$ cat src/rtl/updown_mod_counter.sv
`default_nettype none
// ============================================================================
//  Module      : updown_mod_counter
//  Description : Up/down modulo counter (0..MAX) with wrap or saturate mode,
//                overflow pulse, sticky overflow flag and terminal-count flag.
//  Revision    : 1.0 - initial release
// ============================================================================
module updown_mod_counter #(
  parameter int unsigned         WIDTH    = 4,
  parameter logic [WIDTH-1:0]    MAX      = {WIDTH{1'b1}},
  parameter int unsigned         SATURATE = 0
) (
  input  logic             clk,
  input  logic             rst,
  input  logic             clr,
  input  logic             load,
  input  logic [WIDTH-1:0] load_val,
  input  logic             en,
  input  logic             up,
  output logic [WIDTH-1:0] out,
  output logic             ovf,
  output logic             ovf_sticky,
  output logic             at_tc
);

  localparam logic [WIDTH-1:0] c_zero = '0;
  localparam logic [WIDTH-1:0] c_one  = WIDTH'(1);
  localparam logic             c_sat  = (SATURATE != 0);

  if ((WIDTH < 1) || (WIDTH > 32)) begin : g_bad_width
    $error("updown_mod_counter: WIDTH must be in 1..32");
  end
  if (MAX == c_zero) begin : g_bad_max
    $error("updown_mod_counter: MAX must be at least 1");
  end

  logic             w_at_max;
  logic             w_at_zero;
  logic [WIDTH-1:0] w_load_clamped;

  // Equality tests against MAX cannot overflow even when MAX is all ones.
  assign w_at_max       = (out == MAX);
  assign w_at_zero      = (out == c_zero);
  assign w_load_clamped = (load_val > MAX) ? MAX : load_val;
  assign at_tc          = up ? w_at_max : w_at_zero;

  always_ff @(posedge clk or negedge rst) begin
    if (!rst) begin
      out        <= c_zero;
      ovf        <= 1'b0;
      ovf_sticky <= 1'b0;
    end else if (clr) begin
      out        <= c_zero;
      ovf        <= 1'b0;
      ovf_sticky <= 1'b0;
    end else if (load) begin
      out <= w_load_clamped;
      ovf <= 1'b0;
    end else if (en) begin
      if (up) begin
        if (w_at_max) begin
          out        <= c_sat ? MAX : c_zero;
          ovf        <= 1'b1;
          ovf_sticky <= 1'b1;
        end else begin
          out <= out + c_one;
          ovf <= 1'b0;
        end
      end else begin
        if (w_at_zero) begin
          out        <= c_sat ? c_zero : MAX;
          ovf        <= 1'b1;
          ovf_sticky <= 1'b1;
        end else begin
          out <= out - c_one;
          ovf <= 1'b0;
        end
      end
    end else begin
      ovf <= 1'b0;
    end
  end

endmodule
`default_nettype wire
$ cat config.mk
export PLATFORM = sky130hd
export DESIGN_NAME = updown_mod_counter
export DESIGN_NICKNAME = d
export VERILOG_FILES = /design/src/rtl/updown_mod_counter.sv
export SDC_FILE = /design/constraint.sdc
export NUM_CORES = 1
export LEC_CHECK = 0
export ABC_AREA = 1
export BUFFER_PORTS_ARGS = -buffer_cell sky130_fd_sc_hd__buf_2
export CAP_MARGIN = 20
export CELL_PAD_IN_SITES_DETAIL_PLACEMENT = 2
export CELL_PAD_IN_SITES_GLOBAL_PLACEMENT = 2
export CORE_ASPECT_RATIO = 1.2
export CORE_MARGIN = 5
export CORE_UTILIZATION = 20
export CTS_CLUSTER_SIZE = 28
export DETAILED_ROUTE_END_ITERATION = 8
export PLACE_DENSITY = 0.66
export SLEW_MARGIN = 30
export SYNTH_ARGS = -nofsm -noshare
export SYNTH_HDL_FRONTEND = slang
export SYNTH_SLANG_ARGS = --single-unit
$ cat constraint.sdc
create_clock -name clk -period 1.17 [get_ports clk]
set_input_delay 0.117 -clock clk [delete_from_list [all_inputs] [get_ports clk]]
set_output_delay 0.117 -clock clk [all_outputs]
set_load 0.01 [all_outputs]
# Word level (Yosys, flattened, before mapping)
# Cells that the tools add are included.
[classes]
n_addsub = 2
order_cmp = 1
n_eq_ne = 3
mux = 20
n_reduce_logical = 5
[ops]
columns = ["operator", "count"]
rows = [
  ["4-bit 2-to-1 mux", 7],
  ["1-bit 2-to-1 mux", 13],
  ["3-bit nonzero test", 2],
  ["4-bit by 1-bit adder with 4-bit output, second input constant", 1],
  ["4-bit equality test, second input constant", 1],
  ["4-bit > comparator, second input constant", 1],
  ["4-bit logical NOT", 1],
  ["4-bit AND reduction", 1],
  ["4-bit by 1-bit subtractor with 4-bit output, second input constant", 1],
  ["3-bit by 2-bit inequality test with 1-bit output, second input constant", 1],
  ["2-bit inequality test, second input constant", 1],
  ["2-bit nonzero test", 1],
]
[word_totals]
reg_bits = 6
out_inout_bits = 7
elab_cells = 34

# Logic depth before layout (Yosys ltp)
# Gate-level depths: netlist of the first run.
[logic_depth]
depth_word = 6
depth_mapped = 8
mapped_depth_nobuf = 8

# Worst setup path after synthesis of the first run
# OpenSTA, ideal clock, no wires.
[synth_timing]
path_kind = "register to register"
startpoint = "register out[0]"
endpoint = "register ovf_sticky"
setup_ns = 0.119
arrival_ns = 1.106
t_required_ns = 1.051
setup_slack_ns = -0.055
path_stages_with_launch = 9
path_buffers = 0
synth_period_minus_slack_ns = 1.225
path_cell_list = "dfrtp_1 inv_1 ha_1 nand3_1 nand2_1 nand2_1 inv_2 nand3_1 nand2_1"
[synth_between]
elab_chain_cells = 3
[synth_rtl]
columns = ["element", "line_no", "rtl"]
rows = [
  ["from (decl)", "20", "output logic [WIDTH-1:0] out,"],
  ["from (signal assigned)", "49", "out <= c_zero;"],
  ["from (signal assigned)", "53", "out <= c_zero;"],
  ["from (signal assigned)", "57", "out <= w_load_clamped;"],
  ["4-bit equality test / 4-bit logical NOT (equally long branches)", "42, 43", ""],
  ["3-bit by 2-bit inequality test with 1-bit output (no line) / 3-bit nonzero test (equally long branches)", "n/a", ""],
  ["4-bit AND reduction (no line) *", "n/a", ""],
  ["to (signal assigned)", "51", "ovf_sticky <= 1'b0;"],
  ["to (signal assigned)", "55", "ovf_sticky <= 1'b0;"],
  ["to (signal assigned)", "64", "ovf_sticky <= 1'b1;"],
  ["to (decl)", "22", "output logic ovf_sticky,"],
]
# Mark *: on every way between the ends. The rest lies on a longest branch, timed or not.
# A chain may end at the register's enable or synchronous reset.

# Worst setup path in the final report of the first run
[layout_timing]
startpoint = "register out[0]"
endpoint = "output at_tc"
[layout_between]
elab_chain_cells = 2
[layout_rtl]
columns = ["element", "line_no", "rtl"]
rows = [
  ["4-bit equality test / 4-bit logical NOT (equally long branches)", "42, 43", ""],
  ["1-bit 2-to-1 mux *", "45", "assign at_tc = up ? w_at_max : w_at_zero;"],
  ["to (decl)", "23", "output logic at_tc"],
]
# Marks and branches as above.

==> results.md, run 1 <==
* Status: finished, violations left
* Failing checks: negative setup slack
* EDFF count, synth at 0
* Final Skew at 0.00212 ns
* Diodes inserted at 0
* Drt first pass iters at 2
* Number of buffers added on ports at 16
* FF-to-FF End: out[3]$_DFFE_PN0P_
* Worst Hold Class: primary input to flop
* Hold Worst Slack at 0.143 ns
* Synth warn at 0
* Crit-path max FO at 4
* Netlist cell types at 17
* Clock Latency Late Sink at ~0.25 ns
* Clock sinks at 6
* Tmin final at 1.37 ns
* Power Density at 1060 mW/mm^2
* Post-layout util at about a third
* Die ar. at 0.00322 sq mm
* CTS clk-pin slew, worst paths at about 0.050 ns
* Critical Path AT at 1.25 ns
* Final Hold Fails at 0
* Final setup vio count at 5
* Worst slack at placement at -0.0904 ns
* Total GRT Usage at 10.9%
* Synth Net Count at 76
* WS Path Type: flop to primary output
* H-tree levels at 1
* Rows at 18
* Crit. Startpoint: out[0]$_DFFE_PN0P_
* Netlist Area Pre-Place at 437 sq um
* Largest net degree at the start of global routing at 9
* Nets at 106
* Initial Util at about a fifth
* R2R setup slack at -0.16 ns
* Unrepaired setup endpoints after global routing: yes
* DPL Wire Length at between 1000 and 1500 um
* Top_reg_cell synth: dfrtp_1
* DIE HEIGHT at a little over 60 um
* Vias per Instance at about 4.3
* Avg Cell Area, Syn at 6.82 sq um
* Worst reg2reg path depth at 10
* Antenna violations before repair at 0
* Max Cap Viol at 0
* Startpoint types: flop
* WP data required at between 1 and 1.5 ns
* Flops & latches, synth at 6
* Via count at between 500 and 600
* Worst-Margin Slew at 0.214 ns
* Wirelength per Cell at 11.8 um
* Synth area leader: dfrtp_1
* Root Buffer: clkbuf_4
* Area Growth Syn to Fin at 62.5%
* Leak Pwr at around 0.38 nW
* CTS max path bufs at 2
* Seq/Total Area, Yosys at roughly a third
* Vias in the first global route at ~600
* Peak VDD IR at ~0.00055 V
* Synthesized instance count at 64
* Die W at about 53 um
* Fraction of registers with async set/reset at 100%
* Routed wire length at 1460 um
* ANT nets after route at 0
* Remaining global-route overflow at 0
* CP Capture Type: primary output
* Top cell type's share of synthesized area at 34.4%
* Critical R2R Launch: out[0]$_DFFE_PN0P_
* CTS Buf Count at 3
* CP endpoint: at_tc
* Pins over their slew limit at 0
* Iteration-0 DRC count of the detailed router at 2
* Crit share post-route at 117%
* Core area at 0.00207 sq mm
* I/O pins at 17
* Routability Congestion at 0.760
* CTS tree: yes
* Top post-synthesis cells by area: dfrtp_1, nand3_1, nand2_1
* Fin worst setup slack at -0.200 ns
* Layout cells sized above 1 at between 50% and 60%
* Total power at approximately 0.00075 W
* Remaining DRCs at 0
* Maximum clock rate at approximately 730 MHz
* Slew margin rel. at between 80% and 90%
* First-pass GRT wire length at ~2500 um
worst min path at each step:
stage | start | to | slack (ns) | cells after the start
3_5_place_dp | rst | out[3]$_DFFE_PN0P_ | -0.05 | 1
6_report | en | ovf$_DFF_PN0_ | 0.14 | 3
3_3_place_gp | rst | ovf$_DFF_PN0_ | -0.05 | 1
5_1_grt | en | ovf$_DFF_PN0_ | 0.14 | 3
2_1_floorplan | rst | out[0]$_DFFE_PN0P_ | -0.18 | 0
4_1_cts | load_val[1] | out[1]$_DFFE_PN0P_ | 0.14 | 3
area by class of cell:
class                   instances  area, sq um
repair buffers                 26          168
multi-input cells              45          279
well taps                      30         37.5
clock buffers                   4         26.3
flip-flops and latches          6          154
fillers                       274         1360
inverters                      12         45.0
kinds of logic after synthesis:
| group | synth area share [%] |
|---|---|
| and+or+nand+nor | 36.4 |
| buffers and inverters | 11.5 |
| AOI/OAI and AO/OA | 10.0 |
| DFF | 34.4 |
| adders and majority gates | 5.73 |
| xor gates and xnor gates | 2.01 |
cells in the mapped netlist, types with 2 or more instances:
cell type and number:
inv_1 10, ha_1 2, a31oi_1 2, dfrtp_1 6
nand3_1 12, o21ai_0 3, nor2_1 4, nand2_1 16
worst max-delay path, stage by stage, from the launching register on:
cell and delay, ns:
dfrtp_2 0.43, inv_2 0.08, ha_4 0.13, nand3_2 0.07
nand2_2 0.09, nand2_2 0.05, inv_2 0.06, buf_6 0.09
layer usage:
metal | wire length, um | track usage, % | up-vias
li1 | - | - | 261
met1 | 591 | 10.7 | 247
met2 | 781 | 20.2 | 12
met3 | 41 | 2.18 | 5
met4 | 42 | 7.66 | 0
met5 | 0 | 0 | -
cells in the final DEF, fill, tap and decap left out, drive strengths merged:
cell type	n
nand2	17
clkbuf	4
nand3	12
o21ai	3
o211ai	1
dlygate4sd3	1
nor2	5
nand4	1
buf	25
a31oi	2
inv	12
a21oi	1
xnor2	1
ha	2
dfrtp	6
through the flow:
| step | area (sq um) | TNS (ns) | instances |
|---|---|---|---|
| after global placement | 594 | -0.0716 | 113 |
| after CTS | 682 | -0.479 | 121 |
| after floorplan | 452 | 0 | 64 |
| after global routing | 709 | -1.06 | 123 |
| final | 709 | -0.554 | 123 |
| after detailed placement | 594 | -0.215 | 113 |
registers in the layout, summed over array words and instances, names as in the netlist:
register and count:
ovf_sticky 1, ovf 1, out 4
repair_timing:
action / CTS / global route
endpoints found under the hold margin: 6 / 0
pin swaps: 6 / 6
buffers inserted: 3 / 2
hold buffers: 1 / 0
setup endpoints to repair: 5 / 6
gates resized for setup: 9 / 5
power by group:
group / total [W] / internal, W / leakage, nW / switching, W
Combinational: 0.000283 / 0.000141 / 0.286 / 0.000141
Sequential: 0.000258 / 0.000229 / 0.0744 / 0.0000292
Clock: 0.000213 / 0.000130 / 0.0150 / 0.0000834
Total: 0.000754 / 0.000500 / 0.376 / 0.000254
(Power assumes the default switching activity.)
==> inputs of run 2 (changes only) <==
--- a/config.mk
+++ b/config.mk
@@ -12,10 +12,10 @@
 export CELL_PAD_IN_SITES_GLOBAL_PLACEMENT = 2
 export CORE_ASPECT_RATIO = 1.2
 export CORE_MARGIN = 5
-export CORE_UTILIZATION = 20
+export CORE_UTILIZATION = 24
 export CTS_CLUSTER_SIZE = 28
 export DETAILED_ROUTE_END_ITERATION = 8
-export PLACE_DENSITY = 0.66
+export PLACE_DENSITY = 0.74
 export SLEW_MARGIN = 30
 export SYNTH_ARGS = -nofsm -noshare
 export SYNTH_HDL_FRONTEND = slang
==> constraint.sdc (replaced) <==
create_clock -name clk -period 1.7 [get_ports clk]
set_input_delay 0.17 -clock clk [delete_from_list [all_inputs] [get_ports clk]]
set_output_delay 0.17 -clock clk [all_outputs]
set_load 0.01 [all_outputs]
==> results.md, run 2 (same netlist as run 1, synthesis figures left out) <==
* Fill cell count at ~250
* Placed insts at 98
* Vias in the first global route at 565
* CTS Buf Count at 3
* Max reg flops at 4
* Final Hold Fails at 0
* Layout cells sized above 1 at between 30% and 40%
* WP data required at roughly 1.5 ns
* I/O pins at 17
* Crit path largest cell delay at ~0.44 ns
* Max Cap Viol at 0
* Routability Congestion at slightly below 0.8
* R2R setup slack at 0.40 ns
* Root Buffer: clkbuf_4
* Die ar. at approximately 0.0028 sq mm
* CTS clk-pin slew, worst paths at ~0.040 ns
* Pins over their slew limit at 0
* Worst Hold Class: primary input to flop
* Power Density at just under 800 mW/mm^2
* Crit-path max FO at 6
* Slew margin rel. at between 80% and 90%
* Drt first pass iters at 2
* Crit share post-route at around 90%
* ANT nets after route at 0
* Routed wire length at 1310 um
* Commonest cells after routing, fill and taps aside: nand2_1, buf_2, nand3_1
* WS Path Type: flop to primary output
* Worst-Margin Slew at 0.235 ns
* FF-to-FF End: out[3]$_DFFE_PN0P_
* Die W at between 40 and 50 um
* Top flop regs: out: 4 flops, ovf: 1 flops, ovf_sticky: 1 flops
* Total GRT Usage at 10.9%
* Maximum clock rate at 653 MHz
* Clock sinks at 6
* Antenna violations before repair at 0
* Fin worst setup slack at 0.168 ns
* Unrepaired setup endpoints after global routing: no
* Remaining global-route overflow at 0
* Worst slack at placement at 0.327 ns
* Remaining DRCs at 0
* Critical R2R Launch: out[0]$_DFFE_PN0P_
* First-pass GRT wire length at roughly 2300 um
* CP cell instances: inv_2, ha_1, nand3_1, nand2_1, nand2_1, inv_2, buf_2
* Hold Crit Depth at 3
* Worst reg2reg path depth at 8
* Area Growth Syn to Fin at 30.4%
* Vias per Instance at between 4 and 5
* Iteration-0 DRC count of the detailed router at 3
* Hold Worst Slack at between 0.15 and 0.2 ns
* Biggest register: out
* Largest net degree at the start of global routing at 9
* CTS max path bufs at 2
* H-tree levels at 1
* Status: finished clean
* Hold_sp: en
* Initial Util at 24.4%
* Post-layout util at a little under a third
* Final Skew at roughly 0.0027 ns
* DPL Wire Length at between 1000 and 1500 um
* Non-Filler Instances at 102
* Number of buffers added on ports at 16
* Peak VDD IR at between 0.0002 and 0.0003 V
* Final setup vio count at 0
* Via count at ~500
* Core area at between 0.0015 and 0.002 sq mm
* CP max-delay cell: dfrtp_2
* Tmin final at 1.53 ns
* Setup TNS at 0 ns
* Worst Hold End: ovf$_DFF_PN0_
* Diodes inserted at 0
* Rows at 17
* Startpoint types: flop
* Critical Path AT at between 1 and 1.5 ns
* CP Capture Type: primary output
* Clock Latency Late Sink at ~0.25 ns
* Post-CTS Setup Bufs at 0
* Leak Pwr at between 0.3 and 0.4 nW
* Nets at a little under 100
* Wirelength per Cell at 12.8 um
* DIE HEIGHT at 56.7 um
* CTS tree: yes
-- run 2: worst max path at each step --
stage | startpoint | end | slack (ns) | cells past startpoint
finish | out[0]$_DFFE_PN0P_ | at_tc | 0.17 | 7
global route | out[0]$_DFFE_PN0P_ | at_tc | 0.04 | 7
CTS | out[0]$_DFFE_PN0P_ | at_tc | 0.07 | 7
detailed placement | out[0]$_DFFE_PN0P_ | out[3]$_DFFE_PN0P_ | 0.33 | 8
global placement | out[0]$_DFFE_PN0P_ | out[3]$_DFFE_PN0P_ | 0.39 | 8
floorplan | out[0]$_DFFE_PN0P_ | ovf_sticky$_DFFE_PN0P_ | 0.47 | 8
-- run 2: what timing repair did --
item | 4_1_cts | 5_1_grt
setup endpoints to repair | 0 | 1
hold endpoints to repair | 6 | 0
resized for setup | 0 | 2
hold buffers | 1 | 0
-- run 2: cell type report --
cell class | count | area (sq um) | share of cell area (%)
repair buffers | 17 | 90.1 | 15.8
inverters | 12 | 45.0 | 7.91
well taps | 19 | 23.8 | 4.18
flip-flops and latches | 6 | 151 | 26.6
clock buffers | 3 | 22.5 | 3.96
multi-input cells | 45 | 236 | 41.5
-- run 2: metrics by stage --
stage	power (W)	cell area [sq um]
6_report	0.000439	569
5_1_grt	0.000480	569
4_1_cts	0.000455	568
3_5_place_dp	0.000310	536
3_3_place_gp	0.000303	536
2_1_floorplan	0.000256	437
-- run 2: worst max-delay path: cells and delay by family (launching register included) --
| kind | cells | cell delay, ns |
|---|---|---|
| adder cells (fa/ha/maj) | 1 | 0.17 |
| buffers and inverters | 3 | 0.27 |
| flip-flops | 1 | 0.44 |
| AND/OR/NAND/NOR | 3 | 0.24 |
-- run 2: per-layer routing --
metal | wire (um) | global-route usage (%) | vias up | share of wire [%]
met4 | 65 | 10.8 | 0 | 5.0
met3 | 35 | 1.33 | 8 | 2.7
met2 | 715 | 19.2 | 14 | 55
met1 | 492 | 10.3 | 235 | 38
met5 | 0 | 0 | - | 0
li1 | - | - | 245 | -
-- run 2: power by group --
part / internal [W] / switching [W] / leakage, nW
Clock: 0.0000799 / 0.0000531 / 0.0138
Combinational: 0.0000542 / 0.0000750 / 0.235
Sequential: 0.000156 / 0.0000204 / 0.0769
==> inputs of run 3 (changes only) <==
--- a/config.mk
+++ b/config.mk
@@ -12,10 +12,10 @@
 export CELL_PAD_IN_SITES_GLOBAL_PLACEMENT = 2
 export CORE_ASPECT_RATIO = 1.2
 export CORE_MARGIN = 5
-export CORE_UTILIZATION = 24
+export CORE_UTILIZATION = 23
 export CTS_CLUSTER_SIZE = 28
 export DETAILED_ROUTE_END_ITERATION = 8
-export PLACE_DENSITY = 0.74
+export PLACE_DENSITY = 0.72
 export SLEW_MARGIN = 30
 export SYNTH_ARGS = -nofsm -noshare
 export SYNTH_HDL_FRONTEND = slang
==> constraint.sdc (replaced) <==
create_clock -name clk -period 1.6 [get_ports clk]
set_input_delay 0.16 -clock clk [delete_from_list [all_inputs] [get_ports clk]]
set_output_delay 0.16 -clock clk [all_outputs]
set_load 0.01 [all_outputs]
==> results.md, run 3 (same netlist as run 1, synthesis figures left out) <==
* Status: finished clean
* Iteration-0 DRC count of the detailed router at 0
* Crit share post-route at a little over nine tenths
* Rows at 17
* DPL Wire Length at roughly 1100 um
* Vias in the first global route at slightly above 500
* Remaining DRCs at 0
* Sequential power share at just under 40%
* Sw power at around 0.00016 W
* CTS max path bufs at 2
* DIE HEIGHT at ~58 um
* Drt first pass iters at 1
* Internal power at 0.000318 W
* Via count at about 490
* Final Skew at between 0.0007 and 0.0008 ns
* Routability Congestion at roughly 0.73
* Startpoint types: flop
* Clk pwr share at between 20% and 30%
* Placed insts at slightly below 100
* Total power at between 0.0004 and 0.0005 W
* Diodes inserted at 0
* Final Hold Fails at 0
* Largest net degree at the start of global routing at 9
* WS Path Type: flop to primary output
* Tmin final at between 1.5 and 2 ns
* Leak Pwr at roughly 0.34 nW
* Worst Hold Class: primary input to flop
* CP Capture Type: primary output
* Core area at 0.00183 sq mm
* Die W at 49.8 um
* Antenna violations before repair at 0
* Clock Latency Late Sink at 0.25 ns
* Routed wire length at between 1000 and 1500 um
* H-tree levels at 1
* Non-Filler Instances at roughly 110
* CTS tree: yes
* Power Density at about 810 mW/mm^2
* Commonest cells after routing, fill and taps aside: nand2_1, buf_2, nand3_1
* Nets at 100
* Number of buffers added on ports at 16
* Layout cells sized above 1 at 33.7%
* Total GRT Usage at around a tenth
* ANT nets after route at 0
* I/O pins at 17
* Maximum clock rate at between 600 and 700 MHz
* Sw Share at approximately 34%
* Biggest register: out
* Critical Path AT at ~1.3 ns
* Root Buffer: clkbuf_4
* Initial Util at roughly a quarter
* CTS clk-pin slew, worst paths at 0.04 ns
* WP data required at roughly 1.4 ns
* Final setup vio count at 0
* Worst-Margin Slew at 0.219 ns
* Slew margin rel. at 85.4%
* Crit-path max FO at 5
* Gate power share at about a third
* Vias per Instance at between 4 and 5
* Area Growth Syn to Fin at 35.8%
* Max Cap Viol at 0
* Clock sinks at 6
* R2R setup slack at about 0.31 ns
* First-pass GRT wire length at 2300 um
* Top flop regs: out: 4 flops, ovf: 1 flops, ovf_sticky: 1 flops
* Pins over their slew limit at 0
* Die ar. at 0.00287 sq mm
* CTS Buf Count at 3
* Peak VDD IR at between 0.0002 and 0.0003 V
* Remaining global-route overflow at 0
* Wirelength per Cell at 13.8 um
* Max reg flops at 4
-- run 3: worst max-delay path, cell delays in order (launching register included) --
cell,delay [ns]
dfrtp_2,0.43
inv_2,0.09
ha_1,0.16
nand3_1,0.09
nand2_1,0.08
nand2_1,0.06
inv_2,0.05
buf_2,0.12
-- run 3: power by group through the flow --
stage	combinational [W]	sequential, W	clock, W
after floorplan	0.0000800	0.000192	0
after global placement	0.000135	0.000189	0
after detailed placement	0.000138	0.000190	0
after CTS	0.000141	0.000188	0.000148
after global routing	0.000173	0.000193	0.000151
final	0.000151	0.000189	0.000142
-- run 3: area by class of cell --
| class | instances | area [sq um] |
|---|---|---|
| fillers | 232 | 1240 |
| multi-input cells | 45 | 236 |
| flip-flops and latches | 6 | 153 |
| repair buffers | 20 | 113 |
| inverters | 12 | 45.0 |
| well taps | 19 | 23.8 |
| clock buffers | 3 | 22.5 |
-- run 3: per-layer routing --
layer | vias to the layer above | GRT usage [%] | part of all wire [%]
met4 | 0 | 8.99 | 3.9
met5 | - | 0 | 0
li1 | 251 | - | -
met3 | 5 | 1.80 | 3.1
met1 | 226 | 11.8 | 40
met2 | 12 | 17.3 | 53
-- run 3: repair_timing --
item,in CTS,in global routing
gates cloned,0,0
setup endpoints to repair,1,1
setup buffers,0,3
endpoints found under the hold margin,6,0
hold buffers,1,0
pin swaps,0,0
gates resized for setup,1,2
-- run 3: worst paths after layout --
| path | start | end | depth (start not counted) |
|---|---|---|---|
| worst max-delay path | out[0]$_DFFE_PN0P_ | at_tc | 7 |
| worst min-delay path | en | ovf_sticky$_DFFE_PN0P_ | 3 |
| worst max register to register | out[0]$_DFFE_PN0P_ | out[2]$_DFFE_PN0P_ | 7 |
| worst min register to register | ovf_sticky$_DFFE_PN0P_ | ovf_sticky$_DFFE_PN0P_ | 2 |
| max in group asynchronous | rst | out[0]$_DFFE_PN0P_ | 2 |
| min in group asynchronous | rst | out[2]$_DFFE_PN0P_ | 2 |
-- run 3: stage by stage --
stage	instance area (sq um)	utilization (%)	setup TNS (ns)	setup WS (ns)	hold WS, ns
after floorplan	437	-	0	0.375	-0.136
after global placement	536	29.3	0	0.319	-0.00954
after detailed placement	536	29.3	0	0.233	-0.00678
after CTS	568	31.1	0	0.0300	0.178
after global routing	593	32.4	-0.00969	-0.00969	0.201
final	593	32.4	0	0.0995	0.180
